==> src/rtl/mdio_pkg.sv <==
// Shared MDIO Clause-22 frame constants and FSM state encoding.
package mdio_pkg;

  localparam logic [1:0] ST_CODE  = 2'b01;
  localparam logic [1:0] OP_WRITE = 2'b01;
  localparam logic [1:0] OP_READ  = 2'b10;
  localparam int         FRAME_BITS = 32;

  localparam logic [4:0] IDX_HDR_END = 5'd13;
  localparam logic [4:0] IDX_TA_END  = 5'd15;
  localparam logic [4:0] IDX_LAST    = 5'd31;

  localparam logic [2:0] S_IDLE    = 3'd0;
  localparam logic [2:0] S_HEADER  = 3'd1;
  localparam logic [2:0] S_WR_TA   = 3'd2;
  localparam logic [2:0] S_WR_DATA = 3'd3;
  localparam logic [2:0] S_RD_TA   = 3'd4;
  localparam logic [2:0] S_RD_DATA = 3'd5;
  localparam logic [2:0] S_SKIP    = 3'd6;

endpackage

==> src/rtl/mdio_edge_sync.sv <==
// Registers MDC/MDIO_OUT/MDIO_OE once and flags MDC rising edges (2 clk after the pin edge).
module mdio_edge_sync (
  input  logic clk,
  input  logic reset,
  input  logic mdc_i,
  input  logic mdio_i,
  input  logic oe_i,
  output logic rise_o,
  output logic mdio_o,
  output logic oe_o
);

  logic mdc_q, mdc_qq, mdio_q, oe_q;

  // MDC history resets high so an idle-high MDC does not fake a rise at release.
  always_ff @(posedge clk or negedge reset) begin
    if (!reset) begin
      mdc_q  <= 1'b1;
      mdc_qq <= 1'b1;
      mdio_q <= 1'b0;
      oe_q   <= 1'b0;
    end else begin
      mdc_q  <= mdc_i;
      mdc_qq <= mdc_q;
      mdio_q <= mdio_i;
      oe_q   <= oe_i;
    end
  end

  assign rise_o = mdc_q & ~mdc_qq;
  assign mdio_o = mdio_q;
  assign oe_o   = oe_q;

endmodule

==> src/rtl/mdio_peripheral.sv <==
// Clause-22 MDIO responder: decodes frames for PHY_ADDR, emits register-bus strobes, serializes reads.
module mdio_peripheral #(
  parameter logic [4:0] PHY_ADDR   = 5'h03,
  parameter int         FRAME_BITS = 32
) (
  input  logic        clk,
  input  logic        reset,
  input  logic        MDC,
  input  logic        MDIO_OUT,
  input  logic        MDIO_OE,
  output logic        MDIO_IN,
  output logic [4:0]  ADDR,
  output logic [15:0] WR_DATA,
  output logic        WR_STB,
  output logic        RD_STB,
  input  logic [15:0] REG_RD_DATA
);
  import mdio_pkg::*;

  localparam logic [4:0] LAST_IDX = 5'(FRAME_BITS - 1);

  logic rise, mdio_q, oe_q;

  mdio_edge_sync u_sync (
    .clk    (clk),
    .reset  (reset),
    .mdc_i  (MDC),
    .mdio_i (MDIO_OUT),
    .oe_i   (MDIO_OE),
    .rise_o (rise),
    .mdio_o (mdio_q),
    .oe_o   (oe_q)
  );

  logic [2:0]  state_q, state_d;
  logic [4:0]  cnt_q, cnt_d;
  logic [15:0] shreg_q, shreg_d;
  logic [4:0]  regad_q, regad_d;
  logic [15:0] rd_data_q, rd_data_d;
  logic        cap_q, cap_d;
  logic        mdio_in_q, mdio_in_d;
  logic [4:0]  addr_q, addr_d;
  logic [15:0] wr_data_q, wr_data_d;
  logic        wr_stb_q, wr_stb_d;
  logic        rd_stb_q, rd_stb_d;
  logic [13:0] hdr;

  // Header as it will look once the bit on this rise is shifted in.
  assign hdr = {shreg_q[12:0], mdio_q};

  always_comb begin
    state_d   = state_q;
    cnt_d     = cnt_q;
    shreg_d   = shreg_q;
    regad_d   = regad_q;
    rd_data_d = rd_data_q;
    mdio_in_d = mdio_in_q;
    addr_d    = addr_q;
    wr_data_d = wr_data_q;
    wr_stb_d  = 1'b0;
    rd_stb_d  = 1'b0;
    cap_d     = rd_stb_q;
    if (cap_q) rd_data_d = REG_RD_DATA;

    if (rise) begin
      shreg_d = {shreg_q[14:0], mdio_q};
      cnt_d   = cnt_q + 5'd1;
      case (state_q)
        S_IDLE: begin
          if (oe_q) state_d = S_HEADER;
          else      cnt_d   = 5'd0;
        end
        S_HEADER: begin
          if (!oe_q) begin
            state_d = S_IDLE;
            cnt_d   = 5'd0;
          end else if (cnt_q == IDX_HDR_END) begin
            regad_d = hdr[4:0];
            if (hdr[13:12] != ST_CODE || hdr[9:5] != PHY_ADDR) begin
              state_d = S_SKIP;
            end else if (hdr[11:10] == OP_WRITE) begin
              state_d = S_WR_TA;
            end else if (hdr[11:10] == OP_READ) begin
              state_d  = S_RD_TA;
              addr_d   = hdr[4:0];
              rd_stb_d = 1'b1;
            end else begin
              state_d = S_SKIP;
            end
          end
        end
        S_WR_TA: begin
          if (!oe_q) begin
            state_d = S_IDLE;
            cnt_d   = 5'd0;
          end else if (cnt_q == IDX_TA_END) begin
            state_d = S_WR_DATA;
          end
        end
        S_WR_DATA: begin
          if (!oe_q) begin
            state_d = S_IDLE;
            cnt_d   = 5'd0;
          end else if (cnt_q == LAST_IDX) begin
            addr_d    = regad_q;
            wr_data_d = shreg_d;
            wr_stb_d  = 1'b1;
            state_d   = S_IDLE;
            cnt_d     = 5'd0;
          end
        end
        S_RD_TA: begin
          if (cnt_q == IDX_TA_END) begin
            mdio_in_d = rd_data_q[15];
            state_d   = S_RD_DATA;
          end else begin
            mdio_in_d = 1'b0;
          end
        end
        S_RD_DATA: begin
          if (cnt_q == LAST_IDX) begin
            mdio_in_d = 1'b1;
            state_d   = S_IDLE;
            cnt_d     = 5'd0;
          end else begin
            // Indices 16..30 map to data bits 14..0 for the following slot.
            mdio_in_d = rd_data_q[4'd14 - cnt_q[3:0]];
          end
        end
        S_SKIP: begin
          if (cnt_q == LAST_IDX) begin
            state_d = S_IDLE;
            cnt_d   = 5'd0;
          end
        end
        default: begin
          state_d = S_IDLE;
          cnt_d   = 5'd0;
        end
      endcase
    end
  end

  always_ff @(posedge clk or negedge reset) begin
    if (!reset) begin
      state_q   <= S_IDLE;
      cnt_q     <= 5'd0;
      shreg_q   <= 16'd0;
      regad_q   <= 5'd0;
      rd_data_q <= 16'd0;
      cap_q     <= 1'b0;
      mdio_in_q <= 1'b1;
      addr_q    <= 5'd0;
      wr_data_q <= 16'd0;
      wr_stb_q  <= 1'b0;
      rd_stb_q  <= 1'b0;
    end else begin
      state_q   <= state_d;
      cnt_q     <= cnt_d;
      shreg_q   <= shreg_d;
      regad_q   <= regad_d;
      rd_data_q <= rd_data_d;
      cap_q     <= cap_d;
      mdio_in_q <= mdio_in_d;
      addr_q    <= addr_d;
      wr_data_q <= wr_data_d;
      wr_stb_q  <= wr_stb_d;
      rd_stb_q  <= rd_stb_d;
    end
  end

  assign MDIO_IN = mdio_in_q;
  assign ADDR    = addr_q;
  assign WR_DATA = wr_data_q;
  assign WR_STB  = wr_stb_q;
  assign RD_STB  = rd_stb_q;

endmodule

==> config.mk <==
export PLATFORM = sky130hd
export DESIGN_NAME = mdio_peripheral
export DESIGN_NICKNAME = d
export VERILOG_FILES = /design/src/rtl/mdio_pkg.sv /design/src/rtl/mdio_edge_sync.sv /design/src/rtl/mdio_peripheral.sv
export SDC_FILE = /design/constraint.sdc
export NUM_CORES = 1
export LEC_CHECK = 0
export BUFFER_PORTS_ARGS = -buffer_cell sky130_fd_sc_hd__buf_2
export CORE_ASPECT_RATIO = 0.5
export CORE_MARGIN = 1
export CORE_UTILIZATION = 36
export DETAILED_ROUTE_END_ITERATION = 10
export SYNTH_ARGS = -nofsm -noshare
export SYNTH_HDL_FRONTEND = slang
export SYNTH_SLANG_ARGS = --single-unit
==> constraint.sdc <==
create_clock -name clk -period 4.3 [get_ports clk]
set_input_delay 0.43 -clock clk [delete_from_list [all_inputs] [get_ports clk]]
set_output_delay 0.43 -clock clk [all_outputs]
set_load 0.05 [all_outputs]
==> flow_summary.json, run 1 <==
{
  "yosysSeqAreaShare_pct": 55.8,
  "cts_sinks": 73,
  "cts_setup_buffers": 0,
  "clock.fmax_mhz": 377,
  "grt_max_degree": 44,
  "tns_ps": 0,
  "final_hold_viol_count": 0,
  "antenna_cells": 0,
  "antenna_found_initial": 0,
  "nNetsFinal": 330,
  "leakagePower_nw": 1.98,
  "clockBufferDepth": 2,
  "syn_nets": 285,
  "place_inst": 410,
  "hold_buffers": 0,
  "layout.cells.most_common": "dfrtp_1",
  "drive_above_1_share_pct": 38.6,
  "synth_top_area_share_pct": 53.4,
  "fin_crit_sh_pct": 61.7,
  "worst_slack_ps": 1650,
  "io_pins": 45,
  "final_cell_mix": "dfrtp_1, nand2_1, mux2_2, buf_2, clkbuf_16",
  "synth-seq-cells": 73,
  "min_period_ps": 2650,
  "crit_fanout": 17,
  "place_congestion": 0.828,
  "synth_ff_type": "dfrtp_1",
  "row_count": 24,
  "fin_cells": 425,
  "track_usage_pct": 15.2,
  "wl_um": 6220,
  "route.vias.total": 2112,
  "rrSetupSlack_ps": 1650,
  "critical_path_class": "register to register",
  "synth.area.top_cells": "dfrtp_1, mux2_2, nand2_1",
  "crit_arrival_ps": 2870,
  "syn_area_um2": 3280,
  "dieArea_um2": 9530,
  "grt_pass1_vias": 2235,
  "worst_pin_slew_ps": 930,
  "synth_cells": 259,
  "critPathLaunchType": "register",
  "power.density_nw_per_um2": 502,
  "dr.pass1.iters": 5,
  "grt_setup_unrepaired": "no",
  "yosys.area.top_type": "dfrtp_1",
  "slew_violations": 0,
  "cts_tree": "done",
  "port_buffers": 44,
  "fp.dieH_um": 69.5,
  "dp_hpwl_um": 4240,
  "cp_top_family": "simple AND/OR/NAND/NOR gates",
  "htree_levels": 3,
  "path_clk_slew_ps": 50,
  "slew_headroom_pct": 38.0,
  "grt_pass1_wl_um": 11000,
  "hp-class": "primary input to register",
  "drtIter0Drc": 116,
  "routedWlPerCell_um": 14.6,
  "outcome": "completed",
  "synth_edf_count": 0,
  "synthArstFlopShare_pct": 100,
  "setup-violations-final": 0,
  "slowest_stage": "nor3_4",
  "cpMostUsedCell": "ha_1",
  "drtAntennaViolNets": 0,
  "initial_core_util_pct": 37.4,
  "required_ps": 4510,
  "drc": 0,
  "cts_resized": 0,
  "fp.dieW_um": 137,
  "synth_warnings": 0,
  "crit_chain": "ha_1 -> and3_1 -> ha_1 -> inv_1 -> nor3_4 -> mux2_2",
  "core_area_um2": 8770,
  "clk_latency_ps": 330,
  "worst_path_largest_cell_delay_ps": 720,
  "synthToLayoutAreaGrowth_pct": 18.5,
  "pre_cts_ws_ps": 1600,
  "cts_buffers": 9,
  "cap_violations": 0,
  "viasPerCell": 4.97,
  "endpoint_kind": "register",
  "vdd_drop_max_uv": 211,
  "clockRootBuffer": "clkbuf_16",
  "overflow": 0,
  "syn_avg_cell_area_um2": 12.7,
  "ys_types": 50,
  "skew_ps": 6.24,
  "path_buf_inv": 1
}
[final timing paths]
check | start | cells after the start | to
worst max-delay path | cnt_q[0]$_DFFE_PN0P_ | 6 | WR_DATA[10]$_DFFE_PN0P_
worst min-delay path | MDC | 1 | u_sync.mdc_q$_DFF_PN1_
worst max register to register | cnt_q[0]$_DFFE_PN0P_ | 6 | WR_DATA[10]$_DFFE_PN0P_
worst min register to register | u_sync.mdc_q$_DFF_PN1_ | 0 | u_sync.mdc_qq$_DFF_PN1_
max in group asynchronous | reset | 2 | u_sync.mdc_q$_DFF_PN1_
min in group asynchronous | reset | 1 | WR_DATA[3]$_DFFE_PN0P_
[logic make-up after synthesis]
group           count (synthesis)  synth area share [%]
simple gates                   80                  12.8
buf+inv                        16                  2.29
fa+ha+maj                       6                  2.25
xor+xnor                        2                 0.534
compound gates                 30                  7.13
flops                          73                  55.8
mux                            52                  19.2
[where the power goes]
| group | total, mW | switching [mW] | internal, mW |
|---|---|---|---|
| clock | 0.715 | 0.271 | 0.444 |
| combinational | 0.363 | 0.211 | 0.152 |
| sequential | 0.874 | 0.112 | 0.761 |
[per-stage QoR]
stage	hold slack [ps]	area (um2)	power (mW)	util [%]
finish	198	3890	1.95	44.4
CTS	183	3890	1.98	44.4
global placement	360	3600	1.24	41.1
floorplan	134	3280	1.16	-
detailed placement	366	3600	1.25	41.1
global route	182	3890	2.06	44.4
[area by class of cell]
cell class / count / area [um2]
clock inverters: 5 / 57.6
inverters: 4 / 15.0
repair buffers: 46 / 235
well taps: 117 / 146
clock buffers: 10 / 229
multi-input cells: 170 / 1380
flip-flops and latches: 73 / 1830
fillers: 829 / 4880
[registers in the layout, indices dropped and copies added, names as in the netlist]
register       count
cnt_q              5
ADDR               5
u_sync.mdc_q       1
u_sync.mdc_qq      1
RD_STB             1
state_q            3
MDIO_IN            1
u_sync.mdio_o      1
cap_q              1
WR_DATA           16
WR_STB             1
u_sync.oe_o        1
regad_q            5
shreg_q           15
rd_data_q         16
[synth_stat cells, drive strengths merged, types with 4 or more instances]
library cell,n
a21oi,6
ha,5
dfrtp,70
buf,6
o21ai,7
nand2,47
clkbuf,6
mux2,47
nand2b,6
mux4,4
nor2,6
inv,4
[per-layer routing]
layer,global-route usage [%],up-vias,part of all wire [%]
met3,5.92,7,5.2
met5,0,-,0
li1,-,999,-
met1,19.6,1066,46
met4,5.49,0,1.3
met2,23.3,40,47
Note: power is estimated with default switching activity, not from simulation.
==> run 2: changes to the inputs <==
--- a/config.mk
+++ b/config.mk
@@ -5,6 +5,7 @@
 export SDC_FILE = /design/constraint.sdc
 export NUM_CORES = 1
 export LEC_CHECK = 0
+export ABC_AREA = 1
 export BUFFER_PORTS_ARGS = -buffer_cell sky130_fd_sc_hd__buf_2
 export CORE_ASPECT_RATIO = 0.5
 export CORE_MARGIN = 1
==> constraint.sdc (replaced) <==
create_clock -name clk -period 2.7 [get_ports clk]
set_input_delay 0.27 -clock clk [delete_from_list [all_inputs] [get_ports clk]]
set_output_delay 0.27 -clock clk [all_outputs]
set_load 0.05 [all_outputs]
==> flow_summary.json, run 2 <==
{
  "synth_top_area_share_pct": 51.8,
  "core_area_um2": 8920,
  "fillers": 906,
  "drtAntennaViolNets": 0,
  "cap_violations": 0,
  "critPathCapture": "WR_DATA[3]$_DFFE_PN0P_",
  "required_ps": 2900,
  "nNetsFinal": 454,
  "grt_pass1_wl_um": 11700,
  "final_cell_mix": "nand2_1, dfrtp_1, buf_2, inv_1, o21ai_0",
  "routedWlPerCell_um": 12.0,
  "syn_avg_cell_area_um2": 8.79,
  "rr_worst_depth": 9,
  "route.vias.total": 2518,
  "grt_pass1_vias": 2430,
  "dr.pass1.iters": 8,
  "wl_um": 6600,
  "antenna_found_initial": 0,
  "min_period_ps": 2290,
  "initial_core_util_pct": 37.9,
  "yosysMostFrequentCell": "nand2_1",
  "pwr-share-clk_pct": 35.8,
  "endpoint_kind": "register",
  "setup-violations-final": 0,
  "syn_nets": 411,
  "synthToLayoutAreaGrowth_pct": 18.2,
  "violations": "DRC",
  "yosys.area.top_type": "dfrtp_1",
  "synth-seq-cells": 73,
  "overflow": 0,
  "leakagePower_nw": 2.01,
  "syn_area_um2": 3380,
  "synthArstFlopShare_pct": 100,
  "drtIter0Drc": 151,
  "drc": 2,
  "skew_ps": 4.61,
  "crit_fanout": 32,
  "yosysSeqAreaShare_pct": 54.1,
  "power.density_nw_per_um2": 839,
  "worst_pin_slew_ps": 796,
  "slew_headroom_pct": 46.9,
  "synth_ff_type": "dfrtp_1",
  "vdd_drop_max_uv": 317,
  "swShare_pct": 33.6,
  "viasPerCell": 4.58,
  "hp-class": "primary input to register",
  "critical_path_class": "register to register",
  "cts_buffers": 9,
  "grt_max_degree": 46,
  "grt_setup_unrepaired": "no",
  "crit_arrival_ps": 2490,
  "synth_warnings": 0,
  "clockRootBuffer": "clkbuf_16",
  "outcome": "complete, but fails checks",
  "io_pins": 45,
  "antenna_cells": 0,
  "timing.rr.start": "cnt_q[0]$_DFFE_PN0P_",
  "power.switching_mw": 1.13,
  "critPathLaunchType": "register",
  "fp.dieH_um": 70.6,
  "rrSetupSlack_ps": 410,
  "slew_violations": 0,
  "path_clk_slew_ps": 60,
  "cts_sinks": 73,
  "ys_types": 28,
  "synth_edf_count": 0,
  "clockBufferDepth": 2,
  "row_count": 24,
  "port_buffers": 44,
  "clk_latency_ps": 330,
  "p_seq_share_pct": 40.4,
  "drive_above_1_share_pct": 22.9,
  "fin_crit_sh_pct": 84.6,
  "place_congestion": 0.826,
  "r2r_end": "WR_DATA[3]$_DFFE_PN0P_",
  "final_hold_viol_count": 0,
  "htree_levels": 3,
  "fp.dieW_um": 139,
  "seqCellArea_um2": 1830,
  "track_usage_pct": 15.3,
  "dieArea_um2": 9820,
  "startpoint": "cnt_q[0]$_DFFE_PN0P_",
  "multiInputGateArea_um2": 1270,
  "holdWs_ps": 40.4,
  "dp_hpwl_um": 4580,
  "p_int_mw": 2.23,
  "cts_tree": "done",
  "clock.fmax_mhz": 438,
  "tns_ps": 0,
  "layout.cells.most_common": "nand2_1",
  "cts_setup_buffers": 0,
  "synth_commonest_cells": "nand2_1, dfrtp_1, inv_1",
  "comb_power_share_pct": 23.8,
  "synth.area.top_cells": "dfrtp_1, nand2_1, o21ai_0",
  "synth_cells": 385
}
## run 2: worst max-delay path, stage by stage (launching register included)
cell,delay [ps]
dfrtp_1,580
ha_1,290
inv_1,60
nor2_1,190
ha_1,220
inv_1,100
nor3_4,210
inv_2,270
nand2_1,180
o21ai_2,60
## run 2: how the worst min path moves through the flow
stage,start,to,cells past startpoint
after global routing,MDC,u_sync.mdc_q$_DFF_PN1_,1
after CTS,MDC,u_sync.mdc_q$_DFF_PN1_,1
final,MDC,u_sync.mdc_q$_DFF_PN1_,1
after floorplan,reset,ADDR[0]$_DFFE_PN0P_,0
after detailed placement,reset,WR_DATA[14]$_DFFE_PN0P_,1
after global placement,reset,WR_DATA[14]$_DFFE_PN0P_,1
## run 2: what timing repair did
| action | in CTS | in global routing |
|---|---|---|
| hold buffers | 1 | 0 |
| hold endpoints to repair | 27 | 0 |
| gates resized for setup | 0 | 0 |
## run 2: final cells by class
| cell class | instances | share of cell area [%] |
|---|---|---|
| clock buffers | 12 | 6.41 |
| multi-input cells | 248 | 31.8 |
| flip-flops and latches | 73 | 45.8 |
| clock inverters | 4 | 1.28 |
| well taps | 117 | 3.66 |
| inverters | 49 | 4.60 |
| repair buffers | 47 | 6.44 |
## run 2: metal layers
layer,wire [um],vias to the layer above,global-route usage (%)
met4,45,0,4.44
li1,-,1316,-
met2,2900,40,22.9
met3,269,4,5.75
met5,0,-,0
met1,3390,1158,20.7
## run 2: through the flow
step	cell area (um2)	total power, mW	util, %	std cells	worst slack, ps
final	4000	3.36	44.9	550	415
after global routing	4000	3.57	44.9	550	182
after CTS	4000	3.40	44.9	550	391
after detailed placement	3680	2.18	41.3	533	415
after global placement	3680	2.17	41.3	533	458
after floorplan	3380	1.99	-	385	948
## run 2: power groups by stage
stage	Combinational (mW)	Sequential [mW]	Clock (mW)
6_report	0.800	1.35	1.20
5_1_grt	0.909	1.37	1.29
3_3_place_gp	0.797	1.37	0
4_1_cts	0.808	1.35	1.24
2_1_floorplan	0.583	1.41	0
3_5_place_dp	0.803	1.37	0
## run 2: logic make-up after synthesis
family                   count (synthesis)  share of synthesized area [%]
flip-flops                              73                           54.1
adder cells (fa/ha/maj)                  5                           1.85
buffers and inverters                   64                           8.28
AND/OR/NAND/NOR                        171                           22.3
XOR/XNOR                                 3                          0.776
AO/OA/AOI/OAI                           69                           12.7
==> run 3: changes to the inputs <==
==> constraint.sdc (replaced) <==
create_clock -name clk -period 1.87 [get_ports clk]
set_input_delay 0.187 -clock clk [delete_from_list [all_inputs] [get_ports clk]]
set_output_delay 0.187 -clock clk [all_outputs]
set_load 0.05 [all_outputs]
==> flow_summary.json, run 3 (synthesized netlist as in run 2, its figures left out) <==
{
  "path_buf_inv": 3,
  "row_count": 24,
  "fin_crit_sh_pct": 91.8,
  "cts_sinks": 73,
  "cts_tree": "done",
  "cts_setup_buffers": 0,
  "finish.instance_area_um2": 4080,
  "min_period_ps": 1720,
  "tns_ps": 0,
  "track_usage_pct": 15.4,
  "layout.cells.most_common": "nand2_1",
  "critPathLaunchType": "register",
  "crit_fanout": 32,
  "drtAntennaViolNets": 0,
  "synthToLayoutAreaGrowth_pct": 20.4,
  "clk_latency_ps": 330,
  "antenna_found_initial": 0,
  "critical_path_class": "register to register",
  "place_congestion": 0.841,
  "placed_area_um2": 3760,
  "power.density_nw_per_um2": 1170,
  "crit_arrival_ps": 1930,
  "dr.pass1.iters": 6,
  "slowest_stage": "dfrtp_1",
  "route.vias.total": 2583,
  "cp_top_family": "simple AND/OR/NAND/NOR gates",
  "worst_slack_ps": 154,
  "skew_ps": 7.76,
  "required_ps": 2080,
  "clockRootBuffer": "clkbuf_16",
  "clock.fmax_mhz": 583,
  "grt_pass1_wl_um": 11800,
  "clockBufferDepth": 2,
  "place_inst": 543,
  "setup-violations-final": 0,
  "nNetsFinal": 467,
  "vdd_drop_max_uv": 415,
  "dp_hpwl_um": 4640,
  "slew_violations": 0,
  "port_buffers": 44,
  "final_cell_mix": "nand2_1, dfrtp_1, buf_2, inv_1, o21ai_0",
  "drc": 0,
  "dieArea_um2": 9820,
  "fin_cells": 563,
  "antenna_cells": 0,
  "drive_above_1_share_pct": 24.2,
  "slew_headroom_pct": 68.7,
  "wl_um": 6700,
  "grt_pass1_vias": 2541,
  "pre_cts_ws_ps": -6.26,
  "crit_chain": "ha_1 -> inv_1 -> nor2_2 -> ha_1 -> inv_1 -> nor3_4 -> inv_6 -> nand2_1 -> o21ai_2",
  "leakagePower_nw": 2.05,
  "io_pins": 45,
  "outcome": "completed",
  "fp.dieH_um": 70.6,
  "cap_violations": 0,
  "routedWlPerCell_um": 11.9,
  "endpoint_kind": "register",
  "overflow": 0,
  "hp-class": "primary input to register",
  "drtIter0Drc": 144,
  "worst_path_largest_cell_delay_ps": 350,
  "viasPerCell": 4.59,
  "final_hold_viol_count": 0,
  "cts_buffers": 9,
  "grt_max_degree": 74,
  "core_area_um2": 8920,
  "path_clk_slew_ps": 60,
  "grt_setup_unrepaired": "no",
  "initial_core_util_pct": 37.9,
  "htree_levels": 3,
  "fp.dieW_um": 139,
  "worst_pin_slew_ps": 469
}
## run 3: cell types whose count changed in the layout (fill, tap and decap cells not counted), sizes merged
cell	delta
bufinv	-1
buf	+10
clkinv	-1
clkbuf	+1
clkinvlp	+1
dlygate4sd3	+3
## run 3: repair_timing
action,CTS,global route
cloned,0,0
hold buffers,4,0
resized for setup,1,2
endpoints found under the hold margin,73,0
setup endpoints to repair,16,21
## run 3: worst register-to-register path, cell delays in order (launching register included)
cell,delay (ps)
dfrtp_1,350
ha_1,170
inv_1,50
nor2_2,150
ha_1,190
inv_1,90
nor3_4,270
inv_6,150
nand2_1,140
o21ai_2,50
## run 3: worst paths after layout
path                                         from                  endpoint  slack [ps]  cells after the start
setup / recovery             cnt_q[0]$_DFFE_PN0P_   WR_DATA[11]$_DFFE_PN0P_         150                      9
hold / removal                     REG_RD_DATA[7]  rd_data_q[7]$_DFFE_PN0P_          70                      3
setup reg to reg             cnt_q[0]$_DFFE_PN0P_   WR_DATA[11]$_DFFE_PN0P_         150                      9
hold reg to reg            u_sync.mdc_q$_DFF_PN1_   u_sync.mdc_qq$_DFF_PN1_         360                      0
max in group asynchronous                   reset       MDIO_IN$_DFFE_PN1P_        1110                      3
min in group asynchronous                   reset   shreg_q[13]$_DFFE_PN0P_         410                      3
## run 3: layout make-up
class                      instances  area (um2)
clock buffer                      13         250
clock inverter                     3        20.0
fill                             870        4840
inverter                          49         189
multi-input combinational        248        1280
sequential                        73        1830
tap                              117         146
timing repair buffer              60         363
## run 3: metrics by stage
| stage | power [mW] | util [%] | hold slack (ps) |
|---|---|---|---|
| floorplan | 2.88 | - | -109 |
| global placement | 3.22 | 42.1 | 247 |
| detailed placement | 3.22 | 42.1 | 252 |
| CTS | 4.81 | 45.6 | 61.1 |
| global route | 5.08 | 45.7 | 66.0 |
| finish | 4.75 | 45.7 | 70.1 |
## run 3: where the power goes
| part | internal, mW | switching [mW] |
|---|---|---|
| combinational | 0.414 | 0.866 |
| sequential | 1.75 | 0.159 |
| clock | 0.933 | 0.625 |
## run 3: layer usage
| metal | up-vias | part of all wire (%) | global-route usage, % |
|---|---|---|---|
| met5 | - | 0 | 0 |
| met4 | 0 | 0.76 | 4.81 |
| met3 | 4 | 5.0 | 6.77 |
| met2 | 51 | 44 | 23.0 |
| met1 | 1188 | 51 | 20.3 |
| li1 | 1340 | - | - |
